**src/rtl/rgb_pwm_sequencer_if.sv**
```systemverilog
// Configuration port of rgb_pwm_sequencer: valid/ready table write bus.
// The master drives a table entry; the slave accepts it while idle.
interface rgb_pwm_sequencer_if #(
    parameter int unsigned PWM_BITS = 8,
    parameter int unsigned DUR_BITS = 8,
    parameter int unsigned IDX_BITS = 2
);
    logic                cfg_valid;
    logic                cfg_ready;
    logic [IDX_BITS-1:0] cfg_idx;
    logic [PWM_BITS-1:0] cfg_r;
    logic [PWM_BITS-1:0] cfg_g;
    logic [PWM_BITS-1:0] cfg_b;
    logic [DUR_BITS-1:0] cfg_dur;

    modport master (
        output cfg_valid, cfg_idx, cfg_r, cfg_g, cfg_b, cfg_dur,
        input  cfg_ready
    );

    modport slave (
        input  cfg_valid, cfg_idx, cfg_r, cfg_g, cfg_b, cfg_dur,
        output cfg_ready
    );
endinterface

```
**src/rtl/rgb_pwm_sequencer.sv**
```systemverilog
// Plays a programmable table of RGB duty/duration steps as three PWM streams
// and drives the LED driver enable while playback is active.
module rgb_pwm_sequencer #(
    parameter int unsigned PWM_BITS = 8,
    parameter int unsigned STEPS    = 4,
    parameter int unsigned DUR_BITS = 8,
    parameter int unsigned IDX_BITS = $clog2(STEPS)
) (
    input  logic                clk,
    input  logic                rst_n,
    rgb_pwm_sequencer_if.slave  cfg,
    input  logic                i_start,
    input  logic                i_stop,
    input  logic                i_loop_en,
    output logic                o_busy,
    output logic [IDX_BITS-1:0] o_step_idx,
    output logic                o_done,
    output logic                o_led_en,
    output logic                o_pwm_r,
    output logic                o_pwm_g,
    output logic                o_pwm_b
);
    typedef enum logic [0:0] {StIdle, StRun} state_e;

    state_e              r_state;
    logic [PWM_BITS-1:0] r_cnt;
    logic [DUR_BITS-1:0] r_per;
    logic [IDX_BITS-1:0] r_step_idx;
    logic                r_busy, r_led_en, r_done, r_cfg_ready;
    logic                r_pwm_r, r_pwm_g, r_pwm_b;

    logic [PWM_BITS-1:0] r_tab_r   [STEPS];
    logic [PWM_BITS-1:0] r_tab_g   [STEPS];
    logic [PWM_BITS-1:0] r_tab_b   [STEPS];
    logic [DUR_BITS-1:0] r_tab_dur [STEPS];

    logic [DUR_BITS-1:0] w_dur;
    logic [DUR_BITS-1:0] w_dur_last;
    logic                w_cnt_wrap;
    logic                w_step_end;
    logic                w_last_step;

    // A zero duration plays as a single PWM period.
    assign w_dur       = r_tab_dur[r_step_idx];
    assign w_dur_last  = (w_dur == '0) ? '0 : w_dur - 1'b1;
    assign w_cnt_wrap  = &r_cnt;
    assign w_step_end  = w_cnt_wrap && (r_per == w_dur_last);
    assign w_last_step = (r_step_idx == IDX_BITS'(STEPS - 1));

    always_ff @(posedge clk) begin
        if (!rst_n) begin
            r_state     <= StIdle;
            r_cnt       <= '0;
            r_per       <= '0;
            r_step_idx  <= '0;
            r_busy      <= 1'b0;
            r_led_en    <= 1'b0;
            r_done      <= 1'b0;
            r_cfg_ready <= 1'b1;
            r_pwm_r     <= 1'b0;
            r_pwm_g     <= 1'b0;
            r_pwm_b     <= 1'b0;
            for (int i = 0; i < int'(STEPS); i++) begin
                r_tab_r[i]   <= '0;
                r_tab_g[i]   <= '0;
                r_tab_b[i]   <= '0;
                r_tab_dur[i] <= '0;
            end
        end else begin
            r_done <= 1'b0;
            unique case (r_state)
                StIdle: begin
                    if (cfg.cfg_valid) begin
                        r_tab_r[cfg.cfg_idx]   <= cfg.cfg_r;
                        r_tab_g[cfg.cfg_idx]   <= cfg.cfg_g;
                        r_tab_b[cfg.cfg_idx]   <= cfg.cfg_b;
                        r_tab_dur[cfg.cfg_idx] <= cfg.cfg_dur;
                    end
                    if (i_start && !i_stop) begin
                        r_state     <= StRun;
                        r_cnt       <= '0;
                        r_per       <= '0;
                        r_step_idx  <= '0;
                        r_busy      <= 1'b1;
                        r_led_en    <= 1'b1;
                        r_cfg_ready <= 1'b0;
                    end
                end
                StRun: begin
                    if (i_stop) begin
                        r_state     <= StIdle;
                        r_step_idx  <= '0;
                        r_busy      <= 1'b0;
                        r_led_en    <= 1'b0;
                        r_cfg_ready <= 1'b1;
                        r_pwm_r     <= 1'b0;
                        r_pwm_g     <= 1'b0;
                        r_pwm_b     <= 1'b0;
                    end else begin
                        r_cnt   <= r_cnt + 1'b1;
                        r_pwm_r <= (r_cnt < r_tab_r[r_step_idx]);
                        r_pwm_g <= (r_cnt < r_tab_g[r_step_idx]);
                        r_pwm_b <= (r_cnt < r_tab_b[r_step_idx]);
                        if (w_step_end) begin
                            r_per <= '0;
                            if (!w_last_step) begin
                                r_step_idx <= r_step_idx + 1'b1;
                            end else if (i_loop_en) begin
                                r_step_idx <= '0;
                            end else begin
                                r_state     <= StIdle;
                                r_step_idx  <= '0;
                                r_busy      <= 1'b0;
                                r_led_en    <= 1'b0;
                                r_cfg_ready <= 1'b1;
                                r_done      <= 1'b1;
                                r_pwm_r     <= 1'b0;
                                r_pwm_g     <= 1'b0;
                                r_pwm_b     <= 1'b0;
                            end
                        end else if (w_cnt_wrap) begin
                            r_per <= r_per + 1'b1;
                        end
                    end
                end
                default: r_state <= StIdle;
            endcase
        end
    end

    assign cfg.cfg_ready = r_cfg_ready;
    assign o_busy        = r_busy;
    assign o_step_idx    = r_step_idx;
    assign o_done        = r_done;
    assign o_led_en      = r_led_en;
    assign o_pwm_r       = r_pwm_r;
    assign o_pwm_g       = r_pwm_g;
    assign o_pwm_b       = r_pwm_b;
endmodule

```
**src/flat_wrapper.sv**
```systemverilog
// flat-port wrapper written by rule: the top's interface ports become plain ports
module rgb_pwm_sequencer_flat 
#(
    parameter int unsigned PWM_BITS = 8,
    parameter int unsigned STEPS    = 4,
    parameter int unsigned DUR_BITS = 8,
    parameter int unsigned IDX_BITS = $clog2(STEPS)
)
  (clk, rst_n, i_start, i_stop, i_loop_en, o_busy, o_step_idx, o_done, o_led_en, o_pwm_r, o_pwm_g, o_pwm_b, cfg_cfg_valid, cfg_cfg_idx, cfg_cfg_r, cfg_cfg_g, cfg_cfg_b, cfg_cfg_dur, cfg_cfg_ready);
  rgb_pwm_sequencer_if #(.PWM_BITS(PWM_BITS), .DUR_BITS(DUR_BITS), .IDX_BITS(IDX_BITS)) cfg_i ();
  input  logic clk;
  input  logic rst_n;
  input  logic i_start;
  input  logic i_stop;
  input  logic i_loop_en;
  output logic o_busy;
  output logic [IDX_BITS-1:0] o_step_idx;
  output logic o_done;
  output logic o_led_en;
  output logic o_pwm_r;
  output logic o_pwm_g;
  output logic o_pwm_b;
  input wire logic [$bits(cfg_i.cfg_valid)-1:0] cfg_cfg_valid;
  input wire logic [$bits(cfg_i.cfg_idx)-1:0] cfg_cfg_idx;
  input wire logic [$bits(cfg_i.cfg_r)-1:0] cfg_cfg_r;
  input wire logic [$bits(cfg_i.cfg_g)-1:0] cfg_cfg_g;
  input wire logic [$bits(cfg_i.cfg_b)-1:0] cfg_cfg_b;
  input wire logic [$bits(cfg_i.cfg_dur)-1:0] cfg_cfg_dur;
  output wire logic [$bits(cfg_i.cfg_ready)-1:0] cfg_cfg_ready;
  assign cfg_i.cfg_valid = cfg_cfg_valid;
  assign cfg_i.cfg_idx = cfg_cfg_idx;
  assign cfg_i.cfg_r = cfg_cfg_r;
  assign cfg_i.cfg_g = cfg_cfg_g;
  assign cfg_i.cfg_b = cfg_cfg_b;
  assign cfg_i.cfg_dur = cfg_cfg_dur;
  assign cfg_cfg_ready = cfg_i.cfg_ready;
  rgb_pwm_sequencer #(.PWM_BITS(PWM_BITS), .STEPS(STEPS), .DUR_BITS(DUR_BITS), .IDX_BITS(IDX_BITS)) u_core (.clk(clk), .rst_n(rst_n), .cfg(cfg_i), .i_start(i_start), .i_stop(i_stop), .i_loop_en(i_loop_en), .o_busy(o_busy), .o_step_idx(o_step_idx), .o_done(o_done), .o_led_en(o_led_en), .o_pwm_r(o_pwm_r), .o_pwm_g(o_pwm_g), .o_pwm_b(o_pwm_b));
endmodule
```
**config.mk**
```make
export PLATFORM = sky130hd
export DESIGN_NAME = rgb_pwm_sequencer_flat
export DESIGN_NICKNAME = d
export VERILOG_FILES = /design/src/rtl/rgb_pwm_sequencer_if.sv /design/src/rtl/rgb_pwm_sequencer.sv /design/src/flat_wrapper.sv
export SDC_FILE = /design/constraint.sdc
export NUM_CORES = 1
export LEC_CHECK = 0
export ABC_AREA = 1
export CORE_ASPECT_RATIO = 1.1
export CORE_MARGIN = 3
export CORE_UTILIZATION = 54
export CTS_CLUSTER_DIAMETER = 60
export DETAILED_ROUTE_END_ITERATION = 6
export PLACE_DENSITY = 0.88
export SYNTH_ARGS = -nofsm -noshare
export SYNTH_HDL_FRONTEND = slang
export SYNTH_SLANG_ARGS = --single-unit
export TNS_END_PERCENT = 100
```
**constraint.sdc**
```tcl
create_clock -name clk -period 3.4 [get_ports clk]
set_input_delay 0.68 -clock clk [delete_from_list [all_inputs] [get_ports clk]]
set_output_delay 0.68 -clock clk [all_outputs]
set_load 0.005 [all_outputs]
```
==> metrics.md, run 1 <==
| Metric | Value |
|---|---|
| Status | `finished, final reports clean` |
| Static leakage | `3.60 nW` |
| Global placement routability congestion | `0.840` |
| Area share of fa/ha/maj cells after synthesis | `4.15%` |
| Total wire length | `17.4 mm` |
| Hold EP | `u_core.o_pwm_b$_SDFFE_PN0P_` |
| IR drop worst, VDD | `378 µV` |
| Post-CTS setup buffer count | `0` |
| Row count | `44` |
| Delay of the slowest cell on the worst path | `0.57 ns` |
| Hold WC Path Type | `flop to flop` |
| Seq/Total Area, Yosys | `58.2%` |
| Multiplexer share of the synthesized area | `0%` |
| Clock root buffer master | `clkbuf_16` |
| Uppermost layer routed | `met4` |
| Synth Flop Type | `edfxtp_1` |
| PortBufs | `48` |
| WL met1 | `7.00 mm` |
| Cts hold-fix bufs | `0` |
| Max_slew headroom | `44.8%` |
| FFs w/ async S/R, synth | `0%` |
| Post-route minimum period | `2.95 ns` |
| CTS tree | `done` |
| Final Hold Fails | `0` |
| Clk_lat worst skew | `0.43 ns` |
| Worst min-delay path startpoint | `u_core.o_pwm_b$_SDFFE_PN0P_` |
| Simple-Gate Fraction of Synth Area | `22.4%` |
| Final period util | `86.8%` |
| Count of cell types in the netlist | `32` |
| Met2 WL post-DR | `8.61 mm` |
| Resize count post-CTS | `0` |
| FF/Latch Area | `4390 µm²` |
| YS warnings | `0` |
| Commonest non-fill, non-tap cell in the layout | `nand2_1` |
| Syn Area/Cell | `9.26 µm²` |
| HPWL Detailed | `11.1 mm` |
| Mapped Cells | `814` |
| Synth area leader | `edfxtp_1` |
| GRT Resource Usage Total | `23.4%` |
| Critical-path cell list | `clkinv_1, nand3_1, nand2_1, ha_1, nand2_1, nor2_1, nand2_2, nand2_1, o21ai_0, nor2_2, nand2_1, nor2_2, nand2_2, nand2_4, nand3_1, nand2_1, nor2_1` |
| Fill cell count | `1050` |
| DRT Pass-1 Iters | `6` |
| Synth area leaders | `edfxtp_1 (51%), nand2_1 (9.0%), nor2_1 (7.8%)` |
| WP data arrival | `3.30 ns` |
| H-Tree Depth | `4` |
| Total Neg Setup Slack | `0 ns` |
| Mapped cell area | `7540 µm²` |
| CP Buf/Inv Count | `1` |
| Antenna Nets Post-Route | `0` |
| Core Region | `13400 µm²` |
| CP Capture Type | `flop` |
| Mapped Nets | `879` |
| Die footprint | `15400 µm²` |
| Xor/xnor share of the synthesized area | `0.116%` |
| WS Path Type | `flop to flop` |
| Die height | `130 µm` |
| Ports | `49` |
| CTS Sinks | `155` |
| Final-report setup violation count | `0` |
| Share of post-route cells with drive strength above 1 | `7.58%` |
| Hold Crit Depth | `2` |
| Initial antenna violation count | `0` |
| # nets final | `923` |
| Met3 routed WL | `1.41 mm` |
| WP data required | `3.75 ns` |
| Compound-Gate Fraction of Synth Area | `9.40%` |
| Clock skew | `0.00904 ns` |
| Multi-input gate area | `2730 µm²` |
| Grt ovf | `0` |
| Routed length per instance | `16.5 µm` |
| DR vias | `5967` |
| Antenna cells | `0` |
| Yosys top cell area share | `51.0%` |
| Synth-to-Final Area Change | `16.9%` |
| Largest family of logic cells by synthesized area | `simple AND/OR/NAND/NOR gates` |
| R2R Path End | `u_core.o_step_idx[1]$_SDFFE_PN0P_` |
| DRT iter0 DRCs | `782` |
| DR vias/cell | `5.66` |
| Largest net degree at the start of global routing | `47` |
| Max FO, Critical Path | `13` |
| First-pass GRT wire length | `28.1 mm` |
| Clock transition at the registers of the reported paths | `0.06 ns` |
| Crit path top cell by count | `nand2_1` |
| Total CTS buffers | `17` |
| Max Fclk | `339 MHz` |
| # DRC | `0` |
| Die boundary width | `119 µm` |
| Slowest CP cell | `dfxtp_1` |
| Tot Pwr | `0.00470 W` |
| Startpoint Class | `flop` |
| Max Slew Vio Count | `0` |
| Starting Density | `56.1%` |
| Vias in the first global route | `5731` |
| Worst-case clock buffer depth | `2` |
| Top delay family on crit path | `simple AND/OR/NAND/NOR gates` |
| RSZ-0062 raised after global routing | `false` |
| R2R depth | `17` |
| FF+latch count, synth | `155` |
| Post-synth EDFFs | `128` |
| Measured slew at the worst slew-check pin | `0.825 ns` |
| Max cap viols | `0` |
| Pwr dens | `534 nW/µm²` |
| R2R setup slack | `0.45 ns` |
| Most frequent cells in the layout | `nand2_1 (180), nor2_1 (156), edfxtp_1 (128), a21oi_1 (64), inv_1 (62)` |
-- cells in the mapped netlist (all sizes together) (10+ instances only) --
cell type and n:
a21oi 64, a32o 21, buf 10, clkbuf 30
dfxtp 27, edfxtp 128, ha 25, inv 63
nand2 188, nand3 48, nor2 160, o21ai 25
-- worst min-delay path, delay by kind of cell (launching register included) --
kind            cells  cell delay [ns]
compound gates      1             0.05
flops               1             0.31
simple gates        1             0.06
-- area by class of cell --
cell class	count	share of cell area, %
multi-input cells	553	30.9
inverters	66	2.81
clock inverters	15	1.85
repair buffers	65	7.19
well taps	184	2.61
clock buffers	17	4.83
flip-flops and latches	155	49.8
-- worst max path at each step --
stage / slack, ns / cells past startpoint / end / from
finish: 0.45 / 17 / u_core.o_step_idx[1]$_SDFFE_PN0P_ / flop
global route: 0.03 / 17 / u_core.o_step_idx[1]$_SDFFE_PN0P_ / flop
CTS: 0.44 / 18 / u_core.o_step_idx[1]$_SDFFE_PN0P_ / flop
detailed placement: 0.48 / 18 / u_core.cfg.cfg_ready$_SDFFE_PN1P_ / flop
global placement: 0.62 / 16 / flop / flop
floorplan: 0.69 / 4 / u_core.r_tab_b[3][0]$_DFFE_PP_ / rst_n
-- sequential cells by signal, indices dropped and copies added (netlist names), named ones only --
signal and flops:
u_core.cfg.cfg_ready 1, u_core.o_busy 1, u_core.o_done 1, u_core.o_pwm_b 1, u_core.o_pwm_g 1, u_core.o_pwm_r 1, u_core.o_step_idx 2, u_core.r_cnt 8
u_core.r_per 8, u_core.r_state 1, u_core.r_tab_b 32, u_core.r_tab_dur 32, u_core.r_tab_g 32, u_core.r_tab_r 32
-- metrics by stage --
step / cell area (µm²) / worst slack, ns / utilization (%) / hold slack (ns) / std cells
global route: 8810 / 0.0287 / 65.6 / 0.518 / 1055
finish: 8810 / 0.450 / 65.6 / 0.468 / 1055
floorplan: 7540 / 0.694 / - / 0.451 / 814
detailed placement: 8220 / 0.481 / 61.2 / 0.460 / 1023
global placement: 8220 / 0.616 / 61.2 / 0.445 / 1023
CTS: 8810 / 0.440 / 65.6 / 0.470 / 1055
-- layer usage --
metal	track usage (%)	vias to the layer above
met3	4.59	40
met1	29.5	2784
met5	0	-
li1	-	2848
met4	10.2	0
met2	39.8	295
-- report_power, final --
| group | internal, W | switching [W] | leakage, nW | total (W) |
|---|---|---|---|---|
| Combinational | 0.000218 | 0.000361 | 1.78 | 0.000579 |
| Sequential | 0.00218 | 0.0000484 | 1.53 | 0.00222 |
| Clock | 0.00110 | 0.000802 | 0.287 | 0.00190 |
-- cells by family (layout without fill, tap and decap cells) --
kind of cell               after synthesis  after routing
and+or+nand+nor                        410            410
DFF                                    155            155
AOI/OAI and AO/OA                      117            117
buffers and inverters                  106            163
adders and majority gates               25             25
xor gates and xnor gates                 1              1
No activity file was read; power rests on OpenSTA's default activity.
==> inputs of run 2 (changes only) <==
==> constraint.sdc (replaced) <==
create_clock -name clk -period 2.4 [get_ports clk]
set_input_delay 0.48 -clock clk [delete_from_list [all_inputs] [get_ports clk]]
set_output_delay 0.48 -clock clk [all_outputs]
set_load 0.005 [all_outputs]
==> run 2 against run 1 <==
  * Via count is 3.7% higher
  * Register-to-register slack worse by 0.39 ns
  * Die area stayed put
  * Critical path depth is 2 lower
  * Critical path type unchanged
==> metrics.md, run 2 (same netlist as run 1, synthesis figures left out) <==
| Metric | Value |
|---|---|
| Status | `finished, final reports clean` |
| Vias in the first global route | `5889` |
| Max Fclk | `428 MHz` |
| Die height | `130 µm` |
| Startpoint Class | `flop` |
| Core Region | `13400 µm²` |
| CTS Sinks | `155` |
| Initial antenna violation count | `0` |
| PortBufs | `48` |
| Starting Density | `56.1%` |
| Synth-to-Final Area Change | `23.1%` |
| Post-route minimum period | `2.34 ns` |
| RSZ-0062 raised after global routing | `true` |
| WP data required | `2.73 ns` |
| H-Tree Depth | `4` |
| Clock root buffer master | `clkbuf_16` |
| DR vias/cell | `5.72` |
| GRT Resource Usage Total | `24.2%` |
| DP Cell Count | `1042` |
| DRT iter0 DRCs | `777` |
| Total CTS buffers | `17` |
| DRT Pass-1 Iters | `5` |
| HPWL Detailed | `11.5 mm` |
| Max Slew Vio Count | `0` |
| Final period util | `97.4%` |
| IR drop worst, VDD | `541 µV` |
| Die footprint | `15400 µm²` |
| CP Capture Type | `flop` |
| Max cap viols | `0` |
| Total wire length | `19.1 mm` |
| Clock skew | `0.0121 ns` |
| Routed length per instance | `17.6 µm` |
| Antenna Nets Post-Route | `0` |
| Grt ovf | `0` |
| Row count | `44` |
| Pwr dens | `731 nW/µm²` |
| Clk_lat worst skew | `0.44 ns` |
| Clock transition at the registers of the reported paths | `0.07 ns` |
| # DRC | `0` |
| Final-report setup violation count | `0` |
| Max_slew headroom | `70.8%` |
| Final cell count without fillers | `1083` |
| # nets final | `951` |
| Most frequent cells in the layout | `nand2_1 (169), nor2_1 (151), edfxtp_1 (128), a21oi_1 (63), inv_1 (61)` |
| Max FO, Critical Path | `8` |
| WP data arrival | `2.67 ns` |
| CTS tree | `done` |
| First-pass GRT wire length | `29.0 mm` |
| Ports | `49` |
| Antenna cells | `0` |
| Share of post-route cells with drive strength above 1 | `14.0%` |
| DR vias | `6190` |
| Largest net degree at the start of global routing | `47` |
| Static leakage | `3.82 nW` |
| Worst-case clock buffer depth | `2` |
| Final Hold Fails | `0` |
| Die boundary width | `119 µm` |
| WS Path Type | `flop to flop` |
| Commonest non-fill, non-tap cell in the layout | `nand2_1` |
| Global placement routability congestion | `0.890` |
| Tot Pwr | `0.00678 W` |
| Hold WC Path Type | `flop to flop` |
| Placed cell areas | `8450 µm²` |
| Measured slew at the worst slew-check pin | `0.439 ns` |
| Design area | `9280 µm²` |
| Total Neg Setup Slack | `0 ns` |
[run 2: cell count changes in the layout (fill, tap and decap cells not counted), sizes merged]
| cell | before | now |
|---|---|---|
| clkinvlp | 1 | 3 |
| clkinv | 8 | 5 |
| buf | 17 | 44 |
| inv | 70 | 73 |
| bufinv | 2 | 0 |
| nand2 | 188 | 189 |
[run 2: final timing paths]
check                                          from                                 to  slack (ns)  cells after the start
hold / removal    u_core.cfg.cfg_ready$_SDFFE_PN1P_  u_core.cfg.cfg_ready$_SDFFE_PN1P_        0.47                      2
setup / recovery                               flop                               flop        0.06                     15
setup reg to reg                               flop                               flop        0.06                     15
hold reg to reg   u_core.cfg.cfg_ready$_SDFFE_PN1P_  u_core.cfg.cfg_ready$_SDFFE_PN1P_        0.47                      2
[run 2: layout make-up]
type	count	area [µm²]
Multi-Input combinational cell	554	2890
Tap cell	184	230
Inverter	66	254
Timing Repair Buffer	92	938
Clock buffer	17	425
Sequential cell	155	4390
Clock inverter	15	150
Fill cell	929	4160
[run 2: layer usage]
metal / track usage, % / share of wire (%) / up-vias
li1: - / - / 2905
met1: 29.2 / 38 / 2908
met2: 41.5 / 50 / 332
met3: 5.94 / 9.2 / 45
met4: 11.2 / 2.9 / 0
met5: 0 / 0 / -
[run 2: critical path, stage by stage (launching register included)]
cell,delay [ns]
dfxtp_4,0.43
inv_6,0.07
nand2_1,0.06
nand3_1,0.08
nand2_2,0.11
ha_4,0.17
nand2_2,0.08
nor2_4,0.16
nand2_4,0.11
buf_4,0.15
a31oi_1,0.28
nor2_4,0.09
nand2_4,0.13
nand2_4,0.07
a21oi_1,0.16
nor2_2,0.07
[run 2: through the flow]
step	hold slack, ns	utilization, %	setup slack (ns)
3_3_place_gp	0.451	62.9	0.0851
5_1_grt	0.497	69.1	-0.0930
4_1_cts	0.471	67.5	0.0265
6_report	0.466	69.1	0.0618
3_5_place_dp	0.455	62.9	-0.0897
2_1_floorplan	0.451	-	-0.0156
[run 2: power by group]
| group | switching, W | internal, W | leakage, nW |
|---|---|---|---|
| sequential | 0.0000729 | 0.00308 | 1.53 |
| combinational | 0.000597 | 0.000404 | 2.01 |
| clock | 0.00124 | 0.00138 | 0.275 |
| total | 0.00191 | 0.00487 | 3.82 |
[run 2: timing repair]
| action | CTS | global route |
|---|---|---|
| gates resized for setup | 10 | 41 |
| hold buffers | 0 | 0 |
| pin swaps | 2 | 23 |
| setup endpoints to repair | 8 | 19 |
| setup buffers | 1 | 7 |
| gates cloned | 1 | 0 |
